[config.mk]
export PLATFORM = sky130hd
export DESIGN_NAME = aes_round_ctrl_flat
export DESIGN_NICKNAME = d
export VERILOG_FILES = /design/src/rtl/aes_round_ctrl_pkg.sv /design/src/rtl/aes_round_ctrl_if.sv /design/src/rtl/aes_round_ctrl_stage_timer.sv /design/src/rtl/aes_round_ctrl.sv /design/src/flat_wrapper.sv
export SDC_FILE = /design/constraint.sdc
export NUM_CORES = 1
export LEC_CHECK = 0
export CAP_MARGIN = 20
export CORE_MARGIN = 4
export CORE_UTILIZATION = 57
export DETAILED_ROUTE_END_ITERATION = 10
export PLACE_DENSITY = 0.85
export SKIP_LAST_GASP = 1
export SYNTH_ARGS = -nofsm -noshare
export SYNTH_HDL_FRONTEND = slang
export SYNTH_SLANG_ARGS = --single-unit
[constraint.sdc]
create_clock -name clk_i -period 5.1 [get_ports clk_i]
set_input_delay 0.51 -clock clk_i [delete_from_list [all_inputs] [get_ports clk_i]]
set_output_delay 0.51 -clock clk_i [all_outputs]
set_load 0.05 [all_outputs]
[src/rtl/aes_round_ctrl_pkg.sv]
`default_nettype none
// ============================================================================
// Module   : aes_pkg
// Brief    : Stage codes, controller states and stage ordering for the AES
//            iterative round controller.
// Revision : 1.0
// ============================================================================
package aes_pkg;

  localparam int AES128_ROUNDS = 10;

  typedef enum logic [2:0] {
    OP_NONE  = 3'd0,
    OP_SUB   = 3'd1,
    OP_SHIFT = 3'd2,
    OP_MIX   = 3'd3,
    OP_ARK   = 3'd4
  } op_t;

  typedef enum logic [2:0] {
    ST_IDLE     = 3'd0,
    ST_INIT_ARK = 3'd1,
    ST_SUB      = 3'd2,
    ST_SHIFT    = 3'd3,
    ST_MIX      = 3'd4,
    ST_ARK      = 3'd5,
    ST_DONE     = 3'd6
  } ctrl_state_t;

  // Stage that follows cur inside the rounds; OP_NONE means the block is finished.
  function automatic op_t next_op(input logic fwd, input op_t cur, input logic last_round);
    op_t nxt;
    nxt = OP_NONE;
    if (fwd) begin
      case (cur)
        OP_SUB:   nxt = OP_SHIFT;
        OP_SHIFT: nxt = last_round ? OP_ARK : OP_MIX;
        OP_MIX:   nxt = OP_ARK;
        OP_ARK:   nxt = last_round ? OP_NONE : OP_SUB;
        default:  nxt = OP_NONE;
      endcase
    end else begin
      case (cur)
        OP_SHIFT: nxt = OP_SUB;
        OP_SUB:   nxt = OP_ARK;
        OP_ARK:   nxt = last_round ? OP_NONE : OP_MIX;
        OP_MIX:   nxt = OP_SHIFT;
        default:  nxt = OP_NONE;
      endcase
    end
    return nxt;
  endfunction

  function automatic ctrl_state_t op_to_state(input op_t op);
    ctrl_state_t st;
    case (op)
      OP_SUB:   st = ST_SUB;
      OP_SHIFT: st = ST_SHIFT;
      OP_MIX:   st = ST_MIX;
      OP_ARK:   st = ST_ARK;
      default:  st = ST_DONE;
    endcase
    return st;
  endfunction

endpackage
`default_nettype wire

[src/rtl/aes_round_ctrl_if.sv]
`default_nettype none
// ============================================================================
// Module   : aes_round_ctrl_if
// Brief    : Start, key-request and result handshakes of the AES round controller.
// Revision : 1.0
// ============================================================================
interface aes_round_ctrl_if;
  logic       start_valid_i;
  logic       start_ready_o;
  logic       fwd_ninv_i;
  logic       abort_i;
  logic       key_req_o;
  logic [3:0] key_round_o;
  logic       key_ack_i;
  logic       out_valid_o;
  logic       out_ready_i;

  modport master (
    output start_valid_i, fwd_ninv_i, abort_i, key_ack_i, out_ready_i,
    input  start_ready_o, key_req_o, key_round_o, out_valid_o
  );

  modport slave (
    input  start_valid_i, fwd_ninv_i, abort_i, key_ack_i, out_ready_i,
    output start_ready_o, key_req_o, key_round_o, out_valid_o
  );
endinterface
`default_nettype wire

[src/rtl/aes_round_ctrl_stage_timer.sv]
`default_nettype none
// ============================================================================
// Module   : aes_stage_timer
// Brief    : Counts the STAGE_LAT cycles of a datapath stage from its strobe.
// Revision : 1.0
// ============================================================================
module aes_stage_timer #(
  parameter int STAGE_LAT = 1
) (
  input  logic clk_i,
  input  logic rst_ni,
  input  logic clear_i,
  input  logic fire_i,
  output logic stage_en_o,
  output logic stage_done_o
);

  localparam int c_CNT_W = $clog2(STAGE_LAT + 1);
  localparam logic [c_CNT_W-1:0] c_HOLD = c_CNT_W'(STAGE_LAT - 1);
  localparam logic [c_CNT_W-1:0] c_ONE  = c_CNT_W'(1);

  logic [c_CNT_W-1:0] r_cnt;

  always_ff @(posedge clk_i or negedge rst_ni) begin
    if (!rst_ni) begin
      r_cnt <= '0;
    end else if (clear_i) begin
      r_cnt <= '0;
    end else if (fire_i) begin
      r_cnt <= c_HOLD;
    end else if (r_cnt != '0) begin
      r_cnt <= r_cnt - c_ONE;
    end
  end

  // A single-cycle stage ends in the same cycle as its strobe.
  assign stage_en_o   = fire_i;
  assign stage_done_o = fire_i ? (STAGE_LAT == 1) : (r_cnt == c_ONE);

endmodule
`default_nettype wire

[src/rtl/aes_round_ctrl.sv]
`default_nettype none
// ============================================================================
// Module   : aes_round_ctrl
// Brief    : Iterative AES round sequencer driving the registered round datapath.
// Revision : 1.0
// ============================================================================
module aes_round_ctrl
  import aes_pkg::*;
#(
  parameter int NUM_ROUNDS = AES128_ROUNDS,
  parameter int STAGE_LAT  = 1
) (
  input  logic                   clk_i,
  input  logic                   rst_ni,
  aes_round_ctrl_if.slave        bus,
  output logic                   fwd_ninv_o,
  output op_t                    op_o,
  output logic                   stage_en_o,
  output logic                   load_o,
  output logic [3:0]             round_o,
  output logic                   busy_o
);

  localparam logic [3:0] c_NUM_ROUNDS = 4'(NUM_ROUNDS);

  ctrl_state_t r_state;
  op_t         r_op;
  logic        r_fwd;
  logic [3:0]  r_round;
  logic [3:0]  r_key_round;
  logic        r_armed;
  logic        r_key_req;
  logic        r_out_valid;
  logic        r_start_ready;
  logic        r_busy;

  logic        w_is_ark;
  logic        w_fire;
  logic        w_stage_en;
  logic        w_done;
  logic        w_last;
  logic        w_round_adv;
  logic [3:0]  w_next_round;
  op_t         w_next_op;

  // ARK stages fire on the key acknowledge; abort suppresses any strobe.
  always_comb begin
    w_is_ark     = (r_state == ST_INIT_ARK) || (r_state == ST_ARK);
    w_fire       = r_armed && (!w_is_ark || bus.key_ack_i) && !bus.abort_i;
    w_last       = (r_round == c_NUM_ROUNDS);
    w_next_op    = (r_state == ST_INIT_ARK) ? (r_fwd ? OP_SUB : OP_SHIFT)
                                            : next_op(r_fwd, r_op, w_last);
    w_round_adv  = (r_state == ST_INIT_ARK) ||
                   (r_fwd ? (r_op == OP_ARK) : (r_op == OP_MIX));
    w_next_round = w_round_adv ? (r_round + 4'd1) : r_round;
  end

  aes_stage_timer #(
    .STAGE_LAT (STAGE_LAT)
  ) u_stage_timer (
    .clk_i        (clk_i),
    .rst_ni       (rst_ni),
    .clear_i      (bus.abort_i),
    .fire_i       (w_fire),
    .stage_en_o   (w_stage_en),
    .stage_done_o (w_done)
  );

  always_ff @(posedge clk_i or negedge rst_ni) begin
    if (!rst_ni) begin
      r_state       <= ST_IDLE;
      r_op          <= OP_NONE;
      r_fwd         <= 1'b1;
      r_round       <= '0;
      r_key_round   <= '0;
      r_armed       <= 1'b0;
      r_key_req     <= 1'b0;
      r_out_valid   <= 1'b0;
      r_start_ready <= 1'b1;
      r_busy        <= 1'b0;
    end else if (bus.abort_i && (r_state != ST_IDLE)) begin
      r_state       <= ST_IDLE;
      r_op          <= OP_NONE;
      r_round       <= '0;
      r_key_round   <= '0;
      r_armed       <= 1'b0;
      r_key_req     <= 1'b0;
      r_out_valid   <= 1'b0;
      r_start_ready <= 1'b1;
      r_busy        <= 1'b0;
    end else begin
      case (r_state)
        ST_IDLE: begin
          if (bus.start_valid_i && r_start_ready) begin
            r_state       <= ST_INIT_ARK;
            r_op          <= OP_ARK;
            r_fwd         <= bus.fwd_ninv_i;
            r_round       <= '0;
            r_key_round   <= bus.fwd_ninv_i ? 4'd0 : c_NUM_ROUNDS;
            r_armed       <= 1'b1;
            r_key_req     <= 1'b1;
            r_start_ready <= 1'b0;
            r_busy        <= 1'b1;
          end
        end
        ST_DONE: begin
          if (bus.out_ready_i) begin
            r_state       <= ST_IDLE;
            r_round       <= '0;
            r_key_round   <= '0;
            r_out_valid   <= 1'b0;
            r_start_ready <= 1'b1;
            r_busy        <= 1'b0;
          end
        end
        default: begin
          if (w_fire) begin
            r_armed <= 1'b0;
          end
          if (w_done) begin
            if (w_next_op == OP_NONE) begin
              r_state     <= ST_DONE;
              r_op        <= OP_NONE;
              r_key_req   <= 1'b0;
              r_out_valid <= 1'b1;
            end else begin
              r_state     <= op_to_state(w_next_op);
              r_op        <= w_next_op;
              r_armed     <= 1'b1;
              r_key_req   <= (w_next_op == OP_ARK);
              r_round     <= w_next_round;
              r_key_round <= r_fwd ? w_next_round : (c_NUM_ROUNDS - w_next_round);
            end
          end
        end
      endcase
    end
  end

  assign fwd_ninv_o        = r_fwd;
  assign op_o              = r_op;
  assign stage_en_o        = w_stage_en;
  assign load_o            = w_stage_en && (r_state == ST_INIT_ARK);
  assign round_o           = r_round;
  assign busy_o            = r_busy;
  assign bus.start_ready_o = r_start_ready;
  assign bus.key_req_o     = r_key_req;
  assign bus.key_round_o   = r_key_round;
  assign bus.out_valid_o   = r_out_valid;

endmodule
`default_nettype wire

[src/flat_wrapper.sv]
// flat-port wrapper written by rule: the top's interface ports become plain ports
module aes_round_ctrl_flat import aes_pkg::*;
#(
  parameter int NUM_ROUNDS = AES128_ROUNDS,
  parameter int STAGE_LAT  = 1
)
  (clk_i, rst_ni, fwd_ninv_o, op_o, stage_en_o, load_o, round_o, busy_o, bus_start_valid_i, bus_fwd_ninv_i, bus_abort_i, bus_key_ack_i, bus_out_ready_i, bus_start_ready_o, bus_key_req_o, bus_key_round_o, bus_out_valid_o);
  aes_round_ctrl_if bus_i ();
  input  logic clk_i;
  input  logic rst_ni;
  output logic fwd_ninv_o;
  output op_t op_o;
  output logic stage_en_o;
  output logic load_o;
  output logic [3:0] round_o;
  output logic busy_o;
  input wire logic [$bits(bus_i.start_valid_i)-1:0] bus_start_valid_i;
  input wire logic [$bits(bus_i.fwd_ninv_i)-1:0] bus_fwd_ninv_i;
  input wire logic [$bits(bus_i.abort_i)-1:0] bus_abort_i;
  input wire logic [$bits(bus_i.key_ack_i)-1:0] bus_key_ack_i;
  input wire logic [$bits(bus_i.out_ready_i)-1:0] bus_out_ready_i;
  output wire logic [$bits(bus_i.start_ready_o)-1:0] bus_start_ready_o;
  output wire logic [$bits(bus_i.key_req_o)-1:0] bus_key_req_o;
  output wire logic [$bits(bus_i.key_round_o)-1:0] bus_key_round_o;
  output wire logic [$bits(bus_i.out_valid_o)-1:0] bus_out_valid_o;
  assign bus_i.start_valid_i = bus_start_valid_i;
  assign bus_i.fwd_ninv_i = bus_fwd_ninv_i;
  assign bus_i.abort_i = bus_abort_i;
  assign bus_i.key_ack_i = bus_key_ack_i;
  assign bus_i.out_ready_i = bus_out_ready_i;
  assign bus_start_ready_o = bus_i.start_ready_o;
  assign bus_key_req_o = bus_i.key_req_o;
  assign bus_key_round_o = bus_i.key_round_o;
  assign bus_out_valid_o = bus_i.out_valid_o;
  aes_round_ctrl #(.NUM_ROUNDS(NUM_ROUNDS), .STAGE_LAT(STAGE_LAT)) u_core (.clk_i(clk_i), .rst_ni(rst_ni), .bus(bus_i), .fwd_ninv_o(fwd_ninv_o), .op_o(op_o), .stage_en_o(stage_en_o), .load_o(load_o), .round_o(round_o), .busy_o(busy_o));
endmodule
; Word-level counts from Yosys, hierarchy flattened
; Index checks and enable logic that the tools add are counted.
[op_classes]
bitwise_logic = 1
n_reduce_logical = 25
n_mux = 60
eq_ne = 17
n_addsub = 3
[ops]
columns = cell, count
row1 = two-way mux 4 bit, 12
row2 = two-way mux 3 bit, 12
row3 = one-hot mux 3 bit (4 select lines), 3
row4 = two-way mux 1 bit, 22
row5 = one-hot mux 4 bit (2 select lines), 2
row6 = nonzero test 3 bit, 5
row7 = "== test 3 x 2 -> 1 bit, second input constant", 4
row8 = "== test 3 bit, second input constant", 4
row9 = one-hot mux 3 bit (2 select lines), 2
row10 = AND reduction 3 bit, 4
row11 = one-hot mux 1 bit (2 select lines), 5
row12 = "== test 3 x 1 -> 1 bit, second input constant", 3
row13 = AND reduction 4 bit, 2
row14 = zero test 3 bit, 2
row15 = logical AND 1 bit, 5
row16 = "adder 4 x 1 -> 4 bit, second input constant", 1
row17 = "== test 4 bit, second input constant", 1
row18 = two-way mux 2 bit, 2
row19 = "inequality test 2 x 1 -> 1 bit, second input constant", 2
row20 = "inequality test 4 x 3 -> 1 bit, second input constant", 1
row21 = nonzero test 4 bit, 1
row22 = "subtractor 4 bit, first input constant", 1
row23 = logical OR 1 bit, 3
row24 = "inequality test 3 x 1 -> 1 bit, second input constant", 1
row25 = other kinds (5), 6
[word_totals]
elab_cells = 117
regBits = 21
in_bits = 7

; Longest topological paths before layout
; Gate-level depths: netlist (run 1).
[depth]
word_depth = 11
depth_mapped = 10
depth_no_buf = 9

; By module
; From an unflattened synthesis (run 1), not the netlist that was laid out.
[hier_totals]
hier_cells = 167
area_unflattened_um2 = 1403.8
[by_module_without_submodules]
columns = module, cells_each, area_per_inst_um2, instances
row1 = aes_round_ctrl, 165, 1388.8, 1
row2 = aes_stage_timer, 2, 15.0, 1

; Worst setup path before layout (run 1)
; No wires, ideal clock.
[synth_timing]
path_kind = in2out
start = input bus_abort_i
end = output load_o
arrival_time_ps = 1857
stages = 3
setup_slack_ps = 2733
path_cell_list = clkbuf_1 -> nor3b_4 -> and2_1
[synth_between]
elab_chain_cells = 3
[synth_lines]
columns = item, line_no
row1 = from (decl), flat_wrapper.sv:19  ; input wire logic [$bits(bus_i.abort_i)-1:0] bus_abort_i;
row2 = zero test 1 bit, aes_round_ctrl.sv:49  ; w_fire = r_armed && (!w_is_ark || bus.key_ack_i) && !bus.abort_i;
row3 = logical AND 1 bit, aes_round_ctrl.sv:49
row4 = net stage_en_o, flat_wrapper.sv:13  ; output logic stage_en_o;
row5 = logical AND 1 bit, aes_round_ctrl.sv:143  ; assign load_o = w_stage_en && (r_state == ST_INIT_ARK);
row6 = to (decl), flat_wrapper.sv:14  ; output logic load_o;
; The timed path passes the listed nets, and every way through them passes these cells.

; Worst setup path in the final report (run 1)
[layout_timing]
start = input bus_abort_i
end = output load_o
[layout_between]
elab_chain_cells = 3
[layout_lines]
columns = item, line_no
row1 = zero test 1 bit, aes_round_ctrl.sv:49
row2 = logical AND 1 bit, aes_round_ctrl.sv:49
row3 = logical AND 1 bit, aes_round_ctrl.sv:143
; No other way between the ends.

==> summary.md, run 1 <==
The run finished with clean final reports. In the post-synthesis netlist, the biggest area contributors are dfrtp_1 28%, nor2_1 6.0%, o21ai_0 5.4%. The clock tree skew after final layout was 0.00413 ns.

The logs give 0.576 mW for the net load switching power and 42.2% for the relative max-transition margin. The clock transition at the register clock pins on the worst setup and hold paths after CTS was 0.12 ns. The wire length per cell came out at 15.8 um. The final total negative setup slack came out at 0 ns. Once the floorplan was initialized, standard cells occupied 60.3% of the core.

Counting along the longest clock path gives a buffer depth of 2. Of the synthesized area, sequential elements account for 32.0%. Dividing the synthesized area by the synthesized cell count gives 8.53 um2.

The proportion of total power due to net switching is 53.2%, and the peak per-stage delay on the critical path is 0.81 ns. The synthesized netlist devotes 24.1% of its cell area to simple gates. The via count of the first global-routing pass was 1291. Synthesis inferred 19 register bits.

The final clock period utilization by the worst path was 58.8%. The first global-routing pass estimated 5960 um of wire. The combinational power share is 65.5%, and the final antenna diode count is 0. In this run the post-CTS setup repair buffer count came out at 0. The worst setup path is of the in2out kind. Of the total synthesized cell area, the portion taken by full adders, half adders and majority gates is 2.51%. The internal portion of the total power is 0.506 mW. Data on the critical path arrives at its endpoint at 2.49 ns. The floorplan step set the die width to 59.2 um.

In this run the remaining antenna-violating nets after routing total 0. In this run, the number of DRC markers left after iteration 0 of detailed routing was 100. For this run, design rule violations remaining after detail routing come to 0. The ratio of total power to cell area came out at 633 nW/um2. The biggest area contributor in the post-synthesis netlist is dfrtp_1. In this run, placement finished with an instance count of 217. The tree is rooted in a clkbuf_4. The count of cells along the worst register-to-register path was 9; the pin count of the biggest net entering global routing was 22. In the synthesized netlist, mux cells make up 3.52% of the area. The number of instances on the worst hold path came out at 2. Counting flops with an async set or reset pin after synthesis yields a share of 100%.

The run gives 26.7% as the register share of total power. The number of maximum-capacitance constraint violations is 0, and the count of flip-flops with a built-in enable after synthesis is 0. The logs give 2480 um2 for the total core area and 2.55 ns for the register-to-register setup slack.

The path with the worst hold slack has its endpoint at u_core.bus.key_round_o[2]. The clock sink total is 19. The startpoint of the most critical hold path is u_core.bus.key_round_o[2]. The later pin in the worst-skew pair is clocked with a latency of 0.32 ns.

In the layout the commonest cells are 24 x nor2_1, 24 x clkdlybuf4s50_1, 18 x nand2_1. For this design the top-level I/O count stands at 25. In this run the worst hold path is classified as reg2reg. The endpoint identified for the worst register-to-register timing path is u_core.bus.key_round_o[2]. Total of cells resized after clock tree synthesis: 0. The area growth from synthesis to layout is 14.6%. Across the VDD grid, the largest voltage drop is 0.000442 V. Walking the worst path, the cells encountered are clkdlybuf4s50_1, nor3b_4, and2_1, clkdlybuf4s50_1. Along the worst path, the maximum fanout reaches 11. STA classifies the critical path endpoint as an output port. The largest individual stage delay along the critical path comes from the cell clkdlybuf4s50_1. The combined global-route utilization of all metal layers was 22.4%; the full die area was 3500 um2. The first TritonRoute pass finished after 4 iterations.

After layout, the design draws a total of 1.08 mW. The number of buffers inserted during clock tree synthesis is 3. The top-area cell type share of the netlist area works out to 28.5%. The run gives 1 as the number of levels the H-tree was split into. The main combinational cell family by area after synthesis was compound AO/OA/AOI/OAI gates. The routed design has 3490 um of wire. For the final HPWL from detailed placement, the log shows 2590 um.

The initialized floorplan defines 18 standard-cell rows. Prevailing post-synth register cell: dfrtp_1. In this run the critical register-to-register path is launched from u_core.r_state[0]. For the worst setup path, the data required time is 4.59 ns. Buffers placed on the I/O ports in this run total 24.

Setup violations remaining at the end of the flow were counted as 0. The final hold violation count came out at 0. Setup repair after global routing left no endpoint under its margin. TritonCTS built the clock tree. Routability-driven placement finished with a final weighted congestion of 0.925. Of the cells placed in the final design, the portion with a size suffix greater than 1 is 11.5%. In this run the static leakage power is 0.694 nW. The library cell appearing most often on the critical path is clkdlybuf4s50_1.

Number of nets at the end of the flow: 202. The post-synthesis compound-gate area fraction came out at 28.2%. The run gives 334 MHz as the achievable clock frequency. The total overflow left after global routing is 0. The average vias per placed instance was 6.19; the synthesized net count was 185. For this block, the via count after detailed routing is 1369. In this run, the clock network consumes 7.8% of the power.

Buffers inserted to repair hold after CTS numbered 0. For the number of library cell types mapped by synthesis, the log shows 51. Once layout is complete, the cells apart from fillers number 221. The Yosys step of the flow raised 0 warnings. Number of max-slew violations in the final report: 0.

After Yosys synthesis, XOR and XNOR cells account for 2.35% of the synthesized area. The transition time at the pin with the least slew margin works out to 0.864 ns. After technology mapping, the gate count stands at 175. Number of antenna violations at the first check in global routing: 0. STA classifies the critical path startpoint as a primary input.

The floorplan step set the die height to 59.2 um. The cell area after synthesis came out at 1490 um2. The worst path in the final design needs a cycle of 3.00 ns, including I/O delays and setup.
==> critical path, delay by kind of cell <==
kind,cells,cell delay [ns]
buffers and inverters,2,1.42
and+or+nand+nor,2,0.55
==> power groups by stage <==
stage | sequential [mW] | clock [mW] | combinational (mW)
6_report | 0.289 | 0.0842 | 0.709
3_5_place_dp | 0.290 | 0 | 0.702
4_1_cts | 0.288 | 0.0874 | 0.707
2_1_floorplan | 0.356 | 0 | 0.494
3_3_place_gp | 0.287 | 0 | 0.691
5_1_grt | 0.301 | 0.0908 | 0.768
==> layer usage <==
layer / vias to the layer above / part of all wire (%) / track usage, %
li1: 657 / - / -
met1: 648 / 44 / 31.7
met2: 56 / 47 / 33.8
met3: 8 / 6.1 / 2.61
met4: 0 / 2.0 / 11.3
met5: - / 0 / 0
==> registers in the layout, summed over array words and instances (netlist names), 3 cells and up <==
name                    cells
u_core.bus.key_round_o      4
u_core.op_o                 3
u_core.r_state              3
u_core.round_o              3
==> Yosys cell counts (all sizes together), types with 3 or more instances <==
cell	n
mux2i	3
or2	3
nor2b	5
a21oi	10
a31oi	3
o21a	3
nor3	5
nor3b	3
buf	10
dfrtp	17
nor2	25
o21ai	18
o31ai	4
a21o	3
nand2b	3
xnor2	4
a22o	3
inv	5
ha	3
nand2	18
==> metrics by stage <==
stage          area [um2]  setup WS [ns]  util [%]  hold WS [ns]
2_1_floorplan        1490           2.73         -         0.214
4_1_cts              1710           2.11      69.0         0.508
5_1_grt              1710           2.04      69.0         0.548
6_report             1710           2.10      69.0         0.498
3_3_place_gp         1680           2.18      67.8         0.464
3_5_place_dp         1680           2.11      67.8         0.480
==> logic make-up (layout without fill, tap and decap cells) <==
kind of cell / after synthesis / count (layout)
and+or+nand+nor: 68 / 68
adders and majority gates: 3 / 3
AOI/OAI and AO/OA: 59 / 59
xor gates and xnor gates: 4 / 4
buffers and inverters: 17 / 33
muxes: 5 / 5
DFF: 19 / 19
==> final cells by class <==
class / instances / area [um2]
Multi-Input combinational cell: 139 / 906
Fill cell: 211 / 767
Sequential cell: 19 / 478
Timing Repair Buffer: 24 / 240
Tap cell: 30 / 37.5
Clock buffer: 3 / 22.5
Inverter: 5 / 18.8
Clock inverter: 1 / 7.51
==> worst max path at each step <==
stage,slack [ns],start,end
floorplan,2.73,bus_abort_i,load_o
global placement,2.18,bus_abort_i,load_o
detailed placement,2.11,bus_abort_i,load_o
CTS,2.11,bus_abort_i,load_o
global route,2.04,bus_abort_i,load_o
finish,2.10,bus_abort_i,load_o
Power figures use the tool's default switching activity.
==> run 2, diff against run 1 <==
Settings changed: CORE_UTILIZATION 57 to 53, PLACE_DENSITY 0.85 to 0.8.
Clock period 5.1 ns to 3.1 ns, I/O delays scaled along.
==> summary.md, run 2 (synthesized netlist as in run 1, its figures left out) <==
The tools report the met2 track demand over resource in global routing as 29.9%. Once the clock tree was built, the setup fixing pass inserted 0 buffers. Across all setup checks in the final design, the least slack found is 0.493 ns. Relative to the synthesized area, the layout overhead comes to 15.8%. Power spread over the standard cell area amounts to 1040 nW/um2.

Entering global routing, the biggest net connects 20 pins. Before CTS, the worst setup slack after placement is 0.641 ns. After floorplanning, the core was divided into 18 placement rows.

The smallest clock period supported by the final layout is computed as 2.61 ns. The total global routing overflow is 0. Of the cells placed in the final design, the portion with a size suffix greater than 1 is 12.4%.

Counting the buffers created by CTS gives 3. The register with the most flip-flops in the layout has 4 of them. After routing the design area is 1730 um2. In the final design database the tool counted 205 nets.

The via count of the first global-routing pass was 1199; the clock sink total was 19. The wire length after detailed routing came out at 3490 um. The reg-to-reg startpoint is u_core.r_state[1].

Start-to-end type of the worst setup path: reg2out. Wire length per cell: 15.6 um. The number of max-slew violations in the final report came out at 0. Across the VDD grid, the largest voltage drop is 0.000752 V. Input and output buffers added on the ports amount to 24. The worst hold path belongs to the class in2async. The worst pin sits at a relative slew slack of 41.8%. The number of levels the H-tree was split into was 1; the final HPWL from detailed placement was 2640 um. The run gives 0.709 nW as the leakage power. The final hold violation count came out at 0.

For the final routed database, the setup TNS stands at 0 ns. Summing all placed instances gives a cell area of 1700 um2. In this run, the number of DRC markers left after iteration 0 of detailed routing was 97.

The run gives 0 as the number of antenna violations at the first check in global routing. The tools report the element type at the critical path end as an output port. The worst endpoint data arrival time came out at 2.30 ns.

The tools report the number of buffers on the longest clock path as 2. Routability-driven placement finished with a final weighted congestion of 0.884. Dividing the detail-routed via count by the number of cells gives 6.07. For the pin with the worst max-slew slack, the measured transition is 0.870 ns.

Horizontal extent of the die: 61.1 um. For the starting density of the core, the log shows 57.6%. Setup repair after global routing left no endpoint under its margin. The critical-path maximum fanout came out at 9.

For the clock insertion delay at the later pin of the skew report, the log shows 0.30 ns. The total core area came out at 2590 um2. The number of buffers inserted for hold repair after clock tree synthesis was 0. The die is 61.1 um tall. The final instance count without filler cells was 224; the global routing met1 resource utilization was 33.5%. The terminus of the critical flop-to-flop path is u_core.bus.key_round_o[2]. TritonCTS built the clock tree. The clock root buffer was clkbuf_4. The worst path uses 84.1% of the clock period. The achievable clock frequency was 384 MHz; the global-route track usage on met3 was 3.98%. The overall via count from detail_route came out at 1360. Counting tap cells, the placed design contains a total of 220 instances.

The combined global-route utilization of all metal layers was 21.5%. Max-cap violations in this run came to 0. The repair_antennas step left the layout with diodes totalling 0. For the final routed DRC violation total, the log shows 0. Gates resized during post-CTS repair numbered 0.

The first global-routing pass estimated 5970 um of wire. The run gives 3730 um2 as the full die area. The power consumption was 1.79 mW; the data required time of the worst path was 2.79 ns.

The number of detailed-route iterations in the first pass was 4. During I/O placement, the number of pins put on the boundary was 25. The flow ran to the end, and the final reports show no timing, DRC or antenna violations. For the post-route antenna net violation count, the log shows 0.

Between clock sinks in the finished design, the worst skew comes to 0.000514 ns. The setup check on the worst reg-to-reg path leaves a slack of 0.67 ns. met1 is the most crowded layer. Count of cells along the worst register-to-register path: 9. The top cell types in the final layout, fill and taps aside, are 24 x nor2_1, 24 x clkdlybuf4s50_1, 18 x nand2_1. The clock transition at the register clock pins on the worst setup and hold paths after CTS is 0.11 ns.

The tools report the number of filler instances in the final layout as 206. The worst setup path is launched from a flip-flop. Setup violations remaining at the end of the flow were counted as 0.
run 2: changes by cell type in the layout (fill, tap and decap cells not counted), sizes merged:
cell      change
buf           +3
clkbuf        +1
clkinvlp      -1
run 2: critical path, cell delays in order, from the launching register on:
cell and delay (ns):
dfrtp_1 0.48, nor3b_2 0.23, nor3b_4 0.32, and2_1 0.17, clkdlybuf4s50_1 0.79
run 2: worst max path at each step:
stage	from	end	slack (ns)	depth (start not counted)
global placement	bus_key_ack_i	load_o	0.68	5
global route	u_core.r_state[0]	u_core.bus.key_round_o[2]	0.38	9
detailed placement	bus_key_ack_i	load_o	0.64	5
finish	u_core.r_state[0]	load_o	0.49	4
floorplan	u_core.op_o[2]	u_core.bus.key_round_o[1]	0.78	9
CTS	u_core.r_state[0]	load_o	0.50	4
run 2: per-stage QoR:
stage | util (%) | hold slack (ns)
floorplan | - | 0.0144
global placement | 65.7 | 0.460
detailed placement | 65.7 | 0.474
CTS | 66.8 | 0.500
global route | 66.8 | 0.544
finish | 66.8 | 0.485
run 2: power by group:
| group | internal (mW) | switching [mW] |
|---|---|---|
| combinational | 0.463 | 0.764 |
| sequential | 0.336 | 0.0999 |
| clock | 0.0503 | 0.0804 |
run 2: layout make-up:
class	instances	area, um2	share of cell area [%]
tap	30	37.5	2.17
clock buffer	4	26.3	1.52
multi-input combinational	139	906	52.4
timing repair buffer	27	263	15.2
sequential	19	478	27.6
inverter	5	18.8	1.09
run 2: routing by layer:
layer  vias to the layer above  routed length, um
met2                        60               1490
met4                         0                 48
met3                         5                240
li1                        664                  -
met1                       631               1710
met5                         -                  0
